[src/rtl/snail_tx_pkg.sv]
// Shared definitions for the snail_tx_010 serial frame transmitter:
// state encodings and the frame marker.
package snail_tx_pkg;

  localparam int unsigned STATE_W = 3;

  // State encodings
  localparam logic [STATE_W-1:0] ST_IDLE  = 3'd0;
  localparam logic [STATE_W-1:0] ST_PRE0  = 3'd1;
  localparam logic [STATE_W-1:0] ST_PRE1  = 3'd2;
  localparam logic [STATE_W-1:0] ST_PRE2  = 3'd3;
  localparam logic [STATE_W-1:0] ST_DATA  = 3'd4;
  localparam logic [STATE_W-1:0] ST_STUFF = 3'd5;
  localparam logic [STATE_W-1:0] ST_GAP   = 3'd6;

  typedef enum logic [STATE_W-1:0] {
    StIdle  = ST_IDLE,
    StPre0  = ST_PRE0,
    StPre1  = ST_PRE1,
    StPre2  = ST_PRE2,
    StData  = ST_DATA,
    StStuff = ST_STUFF,
    StGap   = ST_GAP
  } state_e;

  // Frame marker, sent MSB first (PRE0 carries bit 2)
  localparam logic [2:0]  MARKER     = 3'b010;
  localparam int unsigned MARKER_LEN = 3;

  // Marker bit for marker position idx (0 = first bit on the line)
  function automatic logic marker_bit(input logic [1:0] idx);
    logic [2:0] m;
    m = MARKER;
    return m[2'd2 - idx];
  endfunction

endpackage

[src/rtl/snail_tx_010_if.sv]
// Producer-side bus of the snail_tx_010 transmitter: word handshake plus the
// serial line and status outputs.
interface snail_tx_010_if #(
  parameter int unsigned W = 8
);

  logic [W-1:0] data_in;
  logic         valid_in;
  logic         ready_out;
  logic         tx_out;
  logic         busy;
  logic         done;

  // Producer / line observer
  modport master (
    output data_in,
    output valid_in,
    input  ready_out,
    input  tx_out,
    input  busy,
    input  done
  );

  // Transmitter
  modport slave (
    input  data_in,
    input  valid_in,
    output ready_out,
    output tx_out,
    output busy,
    output done
  );

endinterface

[src/rtl/snail_piso.sv]
// Parallel-in/serial-out shift register with a down-counting bit counter.
// o_msb is the bit on the line now; o_msb_next is the bit after one shift.
module snail_piso #(
  parameter int unsigned W = 8
) (
  input  logic         i_clk,
  input  logic         i_rst,
  input  logic         i_load,
  input  logic         i_shift,
  input  logic [W-1:0] i_data,
  output logic         o_msb,
  output logic         o_msb_next,
  output logic         o_last_bit
);

  localparam int unsigned CW = $clog2(W + 1);

  logic [W-1:0]  r_sr;
  logic [W-1:0]  w_sr_shl;
  logic [CW-1:0] r_cnt;

  assign w_sr_shl = r_sr << 1;

  // Shift register and bit counter: load wins over shift
  always_ff @(posedge i_clk) begin
    if (i_rst) begin
      r_sr  <= '0;
      r_cnt <= '0;
    end else if (i_load) begin
      r_sr  <= i_data;
      r_cnt <= CW'(W - 1);
    end else if (i_shift) begin
      r_sr  <= w_sr_shl;
      r_cnt <= r_cnt - 1'b1;
    end
  end

  assign o_msb      = r_sr[W-1];
  assign o_msb_next = w_sr_shl[W-1];
  assign o_last_bit = (r_cnt == '0);

endmodule

[src/rtl/snail_tx_010.sv]
// Serial frame transmitter: 010 marker, W-bit payload MSB first, then
// GAP_LEN idle-high bits. One word accepted per frame on valid/ready.
// Optional bit stuffing under `SNAIL_TX_STUFF_EN: a 1 is inserted after every
// 0,1 pair on the line so 010 only ever appears as the marker.
// All outputs are flops fed from next-state decode.
module snail_tx_010
  import snail_tx_pkg::*;
#(
  parameter int unsigned W       = 8,
  parameter int unsigned GAP_LEN = 2
) (
  input logic           clk,
  input logic           rst,
  snail_tx_010_if.slave bus
);

  localparam int unsigned GW = $clog2(GAP_LEN + 1);

  state_e        r_state;
  state_e        w_state_d;
  logic [GW-1:0] r_gap;
  logic [GW-1:0] w_gap_d;
  logic          r_tx;
  logic          w_tx_d;
  logic          r_ready;
  logic          r_busy;
  logic          r_done;
  logic          w_load;
  logic          w_shift;
  logic          w_msb;
  logic          w_msb_next;
  logic          w_last;

  snail_piso #(
    .W (W)
  ) u_piso (
    .i_clk      (clk),
    .i_rst      (rst),
    .i_load     (w_load),
    .i_shift    (w_shift),
    .i_data     (bus.data_in),
    .o_msb      (w_msb),
    .o_msb_next (w_msb_next),
    .o_last_bit (w_last)
  );

`ifdef SNAIL_TX_STUFF_EN
  // Last two bits on the line, including the one driven this cycle
  logic [1:0] r_hist;

  // Line history tracks the registered line bit exactly
  always_ff @(posedge clk) begin
    if (rst) begin
      r_hist <= 2'b11;
    end else begin
      r_hist <= {r_hist[0], w_tx_d};
    end
  end
`endif

  // Next-state logic; shift happens when leaving a payload bit or a stuff bit
  always_comb begin
    w_state_d = r_state;
    w_gap_d   = r_gap;
    w_load    = 1'b0;
    w_shift   = 1'b0;
    unique case (r_state)
      StIdle: begin
        if (bus.valid_in && r_ready) begin
          w_load    = 1'b1;
          w_state_d = StPre0;
        end
      end
      StPre0: w_state_d = StPre1;
      StPre1: w_state_d = StPre2;
      StPre2: w_state_d = StData;
      StData: begin
`ifdef SNAIL_TX_STUFF_EN
        if (r_hist == 2'b01) begin
          // Hold the payload bit position; resume after the stuff bit
          w_state_d = StStuff;
        end else
`endif
        if (w_last) begin
          w_state_d = StGap;
          w_gap_d   = GW'(GAP_LEN - 1);
        end else begin
          w_shift = 1'b1;
        end
      end
`ifdef SNAIL_TX_STUFF_EN
      StStuff: begin
        if (w_last) begin
          w_state_d = StGap;
          w_gap_d   = GW'(GAP_LEN - 1);
        end else begin
          w_shift   = 1'b1;
          w_state_d = StData;
        end
      end
`endif
      StGap: begin
        if (r_gap == '0) begin
          w_state_d = StIdle;
        end else begin
          w_gap_d = r_gap - 1'b1;
        end
      end
      default: w_state_d = StIdle;
    endcase
  end

  // Line bit for the state entered at the next edge
  always_comb begin
    w_tx_d = 1'b1;
    unique case (w_state_d)
      StPre0:  w_tx_d = marker_bit(2'd0);
      StPre1:  w_tx_d = marker_bit(2'd1);
      StPre2:  w_tx_d = marker_bit(2'd2);
      StData:  w_tx_d = w_shift ? w_msb_next : w_msb;
      default: w_tx_d = 1'b1;
    endcase
  end

  // State and output registers; reset aborts any frame without a done pulse
  always_ff @(posedge clk) begin
    if (rst) begin
      r_state <= StIdle;
      r_gap   <= '0;
      r_tx    <= 1'b1;
      r_ready <= 1'b1;
      r_busy  <= 1'b0;
      r_done  <= 1'b0;
    end else begin
      r_state <= w_state_d;
      r_gap   <= w_gap_d;
      r_tx    <= w_tx_d;
      r_ready <= (w_state_d == StIdle);
      r_busy  <= (w_state_d != StIdle);
      r_done  <= (w_state_d == StGap) && (r_state != StGap);
    end
  end

  assign bus.tx_out    = r_tx;
  assign bus.ready_out = r_ready;
  assign bus.busy      = r_busy;
  assign bus.done      = r_done;

endmodule

[src/flat_wrapper.sv]
// flat-port wrapper written by rule: the top's interface ports become plain ports
module snail_tx_010_flat import snail_tx_pkg::*;
#(
  parameter int unsigned W       = 8,
  parameter int unsigned GAP_LEN = 2
)
  (clk, rst, bus_data_in, bus_valid_in, bus_ready_out, bus_tx_out, bus_busy, bus_done);
  snail_tx_010_if #(.W(W)) bus_i ();
  input logic clk;
  input logic rst;
  input wire logic [$bits(bus_i.data_in)-1:0] bus_data_in;
  input wire logic [$bits(bus_i.valid_in)-1:0] bus_valid_in;
  output wire logic [$bits(bus_i.ready_out)-1:0] bus_ready_out;
  output wire logic [$bits(bus_i.tx_out)-1:0] bus_tx_out;
  output wire logic [$bits(bus_i.busy)-1:0] bus_busy;
  output wire logic [$bits(bus_i.done)-1:0] bus_done;
  assign bus_i.data_in = bus_data_in;
  assign bus_i.valid_in = bus_valid_in;
  assign bus_ready_out = bus_i.ready_out;
  assign bus_tx_out = bus_i.tx_out;
  assign bus_busy = bus_i.busy;
  assign bus_done = bus_i.done;
  snail_tx_010 #(.W(W), .GAP_LEN(GAP_LEN)) u_core (.clk(clk), .rst(rst), .bus(bus_i));
endmodule
[config.mk]
export PLATFORM = sky130hd
export DESIGN_NAME = snail_tx_010_flat
export DESIGN_NICKNAME = d
export VERILOG_FILES = /design/src/rtl/snail_tx_pkg.sv /design/src/rtl/snail_tx_010_if.sv /design/src/rtl/snail_piso.sv /design/src/rtl/snail_tx_010.sv /design/src/flat_wrapper.sv
export SDC_FILE = /design/constraint.sdc
export NUM_CORES = 1
export LEC_CHECK = 0
export BUFFER_PORTS_ARGS = -buffer_cell sky130_fd_sc_hd__buf_2
export CORE_AREA = 2 2 47 49
export CTS_CLUSTER_DIAMETER = 150
export CTS_CLUSTER_SIZE = 8
export DETAILED_ROUTE_END_ITERATION = 8
export DIE_AREA = 0 0 49 51
export GPL_ROUTABILITY_DRIVEN = 0
export PLACE_DENSITY = 0.73
export SLEW_MARGIN = 15
export SYNTH_ARGS = -nofsm -noshare
export SYNTH_HDL_FRONTEND = slang
export SYNTH_HIERARCHICAL = 1
export SYNTH_SLANG_ARGS = --single-unit
[constraint.sdc]
create_clock -name clk -period 2.23 [get_ports clk]
set_input_delay 0.1115 -clock clk [delete_from_list [all_inputs] [get_ports clk]]
set_output_delay 0.1115 -clock clk [all_outputs]
set_load 0.1 [all_outputs]
==> results.yml <==
timing:
  slew_headroom_pct: 55.5
  setup_violations: 0
  fin_crit_ns: 1.80
  tightest_slew_ns: 0.661
  finalHoldWorstSlack_ns: 0.0484
  final-hold-violation-count: 0
  fmax_ghz: 0.554
  fin_setup_tns_ns: 0
  period_share_pct: 80.9
  drv_slew: 0
  rsz0062_at_grt: "false"
  setup_ws_ns: 0.425
  fin_worst_skew_ns: 0.00302
clocking:
  cts_resized: 0
  cts_buffer_depth: 2
  cts_tree: "done"
  clk_latency_ns: 0.29
  post_cts_buffers: 0
  htreeDepth: 1
  clkTransAtPathRegs_ns: 0.11
  root_buffer: "clkbuf_4"
  cts_hold_buf: 0
  cts_buffers: 3
  cts_num_sinks: 21
global_route:
  antenna_found_initial: 0
  grt_max_degree: 20
  grtUsageTotal_pct: 16.3
  grt_pass1_vias: 743
  grt_pass1_wl_mm: 3.14
  grt-ovfl-total: 0
synth:
  ys_warn_count: 6
  synth.distinct_cells: 37
  synthCells: 103
  mappedNetlistArea_um2: 1010
  syn_area_per_cell_um2: 9.84
  ys_ff_latch: 21
  seq_area_frac_synth_pct: 41.5
  syn-num-nets: 116
power_and_ir_drop:
  pwr_density_cell_nw_per_um2: 945
  ir_worst_vdd_mv: 0.616
  p_leak_nw: 0.424
  power_mw: 1.08
worst_setup_path:
  worstSetupPathType: "flip-flop to flip-flop"
  path_max_fanout: 12
  arrival_ns: 2.04
  end_kind: "flip-flop"
  critPathRequiredTime_ns: 2.46
  worstSetupStartpointType: "flip-flop"
worst_hold_path:
  hp-class: "input pin to flip-flop"
layout:
  antennaDiodeCount: 0
  area_delta_synth_final_pct: 12.5
  drive_above_1_share_pct: 22.7
  layout.cells.non_filler: 147
  fin_area_um2: 1140
  final_core_util_pct: 55.2
  regArea_um2: 420
  multi_input_area_um2: 543
  nNetsFinal: 133
  nFillCells: 205
die:
  initial_core_util_pct: 49.1
  die_w_um: 49
  coreArea_um2: 2060
  fp.dieH_um: 51
  rows: 17
  io_pins: 15
  die-area_um2: 2500
detailed_routing:
  drc: 0
  avgRoutedWirePerCell_um: 11.8
  routed_via_density: 5.48
  wl_mm: 1.73
  drt_pass1_iterations: 3
  drt-initial-drc-count: 6
  vias: 805
  ant_nets: 0
placed_design:
  place_area_um2: 1110
  portBuffers: 14
  placedCellCount: 143
  hpwl_mm: 1.28
  dpl_worst_slack_ns: 0.447
outcome:
  status: "finished, final reports clean"
flow_run:
  maxCapViolCount: 0
## layout make-up
| cell class | count | share of cell area, % |
|---|---|---|
| multi-input combinational | 71 | 47.6 |
| tap | 28 | 3.07 |
| sequential | 21 | 36.9 |
| timing repair buffer | 17 | 8.12 |
| clock buffer | 4 | 2.31 |
| inverter | 6 | 1.98 |
## critical path, stage by stage, from the launching register on
cell and delay, ns:
dfxtp_1 0.41, inv_1 0.06, ha_1 0.22, nor3b_1 0.16, nor3_2 0.24, buf_4 0.25, or2b_1 0.25, a31oi_1 0.15
## synthesized netlist by cell type
cell,n,area [um^2]
a2111oi_4,1,27.5
a211o_1,1,8.76
a211oi_1,10,75.1
a211oi_2,1,12.5
a21oi_1,4,20.0
a22o_1,1,8.76
a31oi_1,1,6.26
and2_1,3,18.8
and3_1,2,12.5
and4b_2,1,11.3
buf_1,1,3.75
buf_2,1,5.00
buf_4,1,7.51
buf_6,1,11.3
clkbuf_2,1,5.00
dfxtp_1,21,420
ha_1,2,25.0
inv_1,5,18.8
inv_2,1,3.75
mux2_2,1,11.3
mux2i_1,7,70.1
nand2_1,3,11.3
nand2b_1,1,6.26
nand4b_1,1,8.76
nor2_1,3,11.3
nor2b_1,10,62.6
nor3_1,4,20.0
nor3b_1,2,15.0
nor4_1,2,12.5
nor4b_2,1,15.0
nor4bb_1,1,10.0
o21a_1,1,7.51
o21ai_0,2,10.0
o31ai_1,1,7.51
or2b_1,2,15.0
or3b_1,1,8.76
xnor2_1,1,8.76
## kinds of logic (layout without fill, tap and decap cells)
logic type                 after synthesis  after routing  share of synthesized area (%)
and+or+nand+nor                         37             37                           23.6
AOI/OAI and AO/OA                       23             23                           18.1
DFF                                     21             21                           41.5
buffers and inverters                   11             27                           5.43
muxes                                    8              8                           8.02
adders and majority gates                2              2                           2.47
xor gates and xnor gates                 1              1                          0.864
## cell usage in the layout, fill, tap and decap left out, types with 2 or more instances in the layout
cell type	count
dfxtp_1	21
buf_2	14
nor2b_1	10
a211oi_1	10
mux2i_1	7
inv_1	5
a21oi_1	4
clkbuf_4	3
nand2_1	3
nor3_1	3
and2_1	3
nor2_1	3
buf_4	3
or2b_1	2
nor4_1	2
o21ai_0	2
and3_1	2
ha_1	2
nor3b_1	2
## registers in the layout, summed over array words and instances, names as in the netlist
name	count
u_core/bus.busy	1
u_core/bus.done	1
u_core/bus.ready_out	1
u_core/bus.tx_out	1
u_core/r_gap	2
u_core/r_state	3
u_core/u_piso/r_cnt	4
u_core/u_piso/r_sr	8
## metal layers
| metal | track usage, % | wire [um] |
|---|---|---|
| met1 | 18.6 | 788 |
| met2 | 29.2 | 869 |
| met3 | 2.92 | 62 |
| met4 | 8.57 | 9 |
| met5 | 0 | 0 |
## power by group
| group | internal [mW] | switching (mW) |
|---|---|---|
| clock network | 0.0696 | 0.108 |
| registers | 0.445 | 0.0584 |
| logic | 0.136 | 0.261 |
## worst paths after layout
kind                                  startpoint                             endpoint  slack [ns]  cells past startpoint
min                               bus_data_in[0]   u_core/u_piso/r_sr[0]$_SDFFE_PP0P_        0.05                      3
min reg2reg         u_core/r_gap[1]$_SDFFE_PP0P_         u_core/r_gap[1]$_SDFFE_PP0P_        0.49                      2
max reg2reg  u_core/u_piso/r_cnt[0]$_SDFFE_PP0P_  u_core/u_piso/r_cnt[1]$_SDFFE_PP0P_        0.43                      7
max          u_core/u_piso/r_cnt[0]$_SDFFE_PP0P_  u_core/u_piso/r_cnt[1]$_SDFFE_PP0P_        0.43                      7
(Power assumes the default switching activity.)
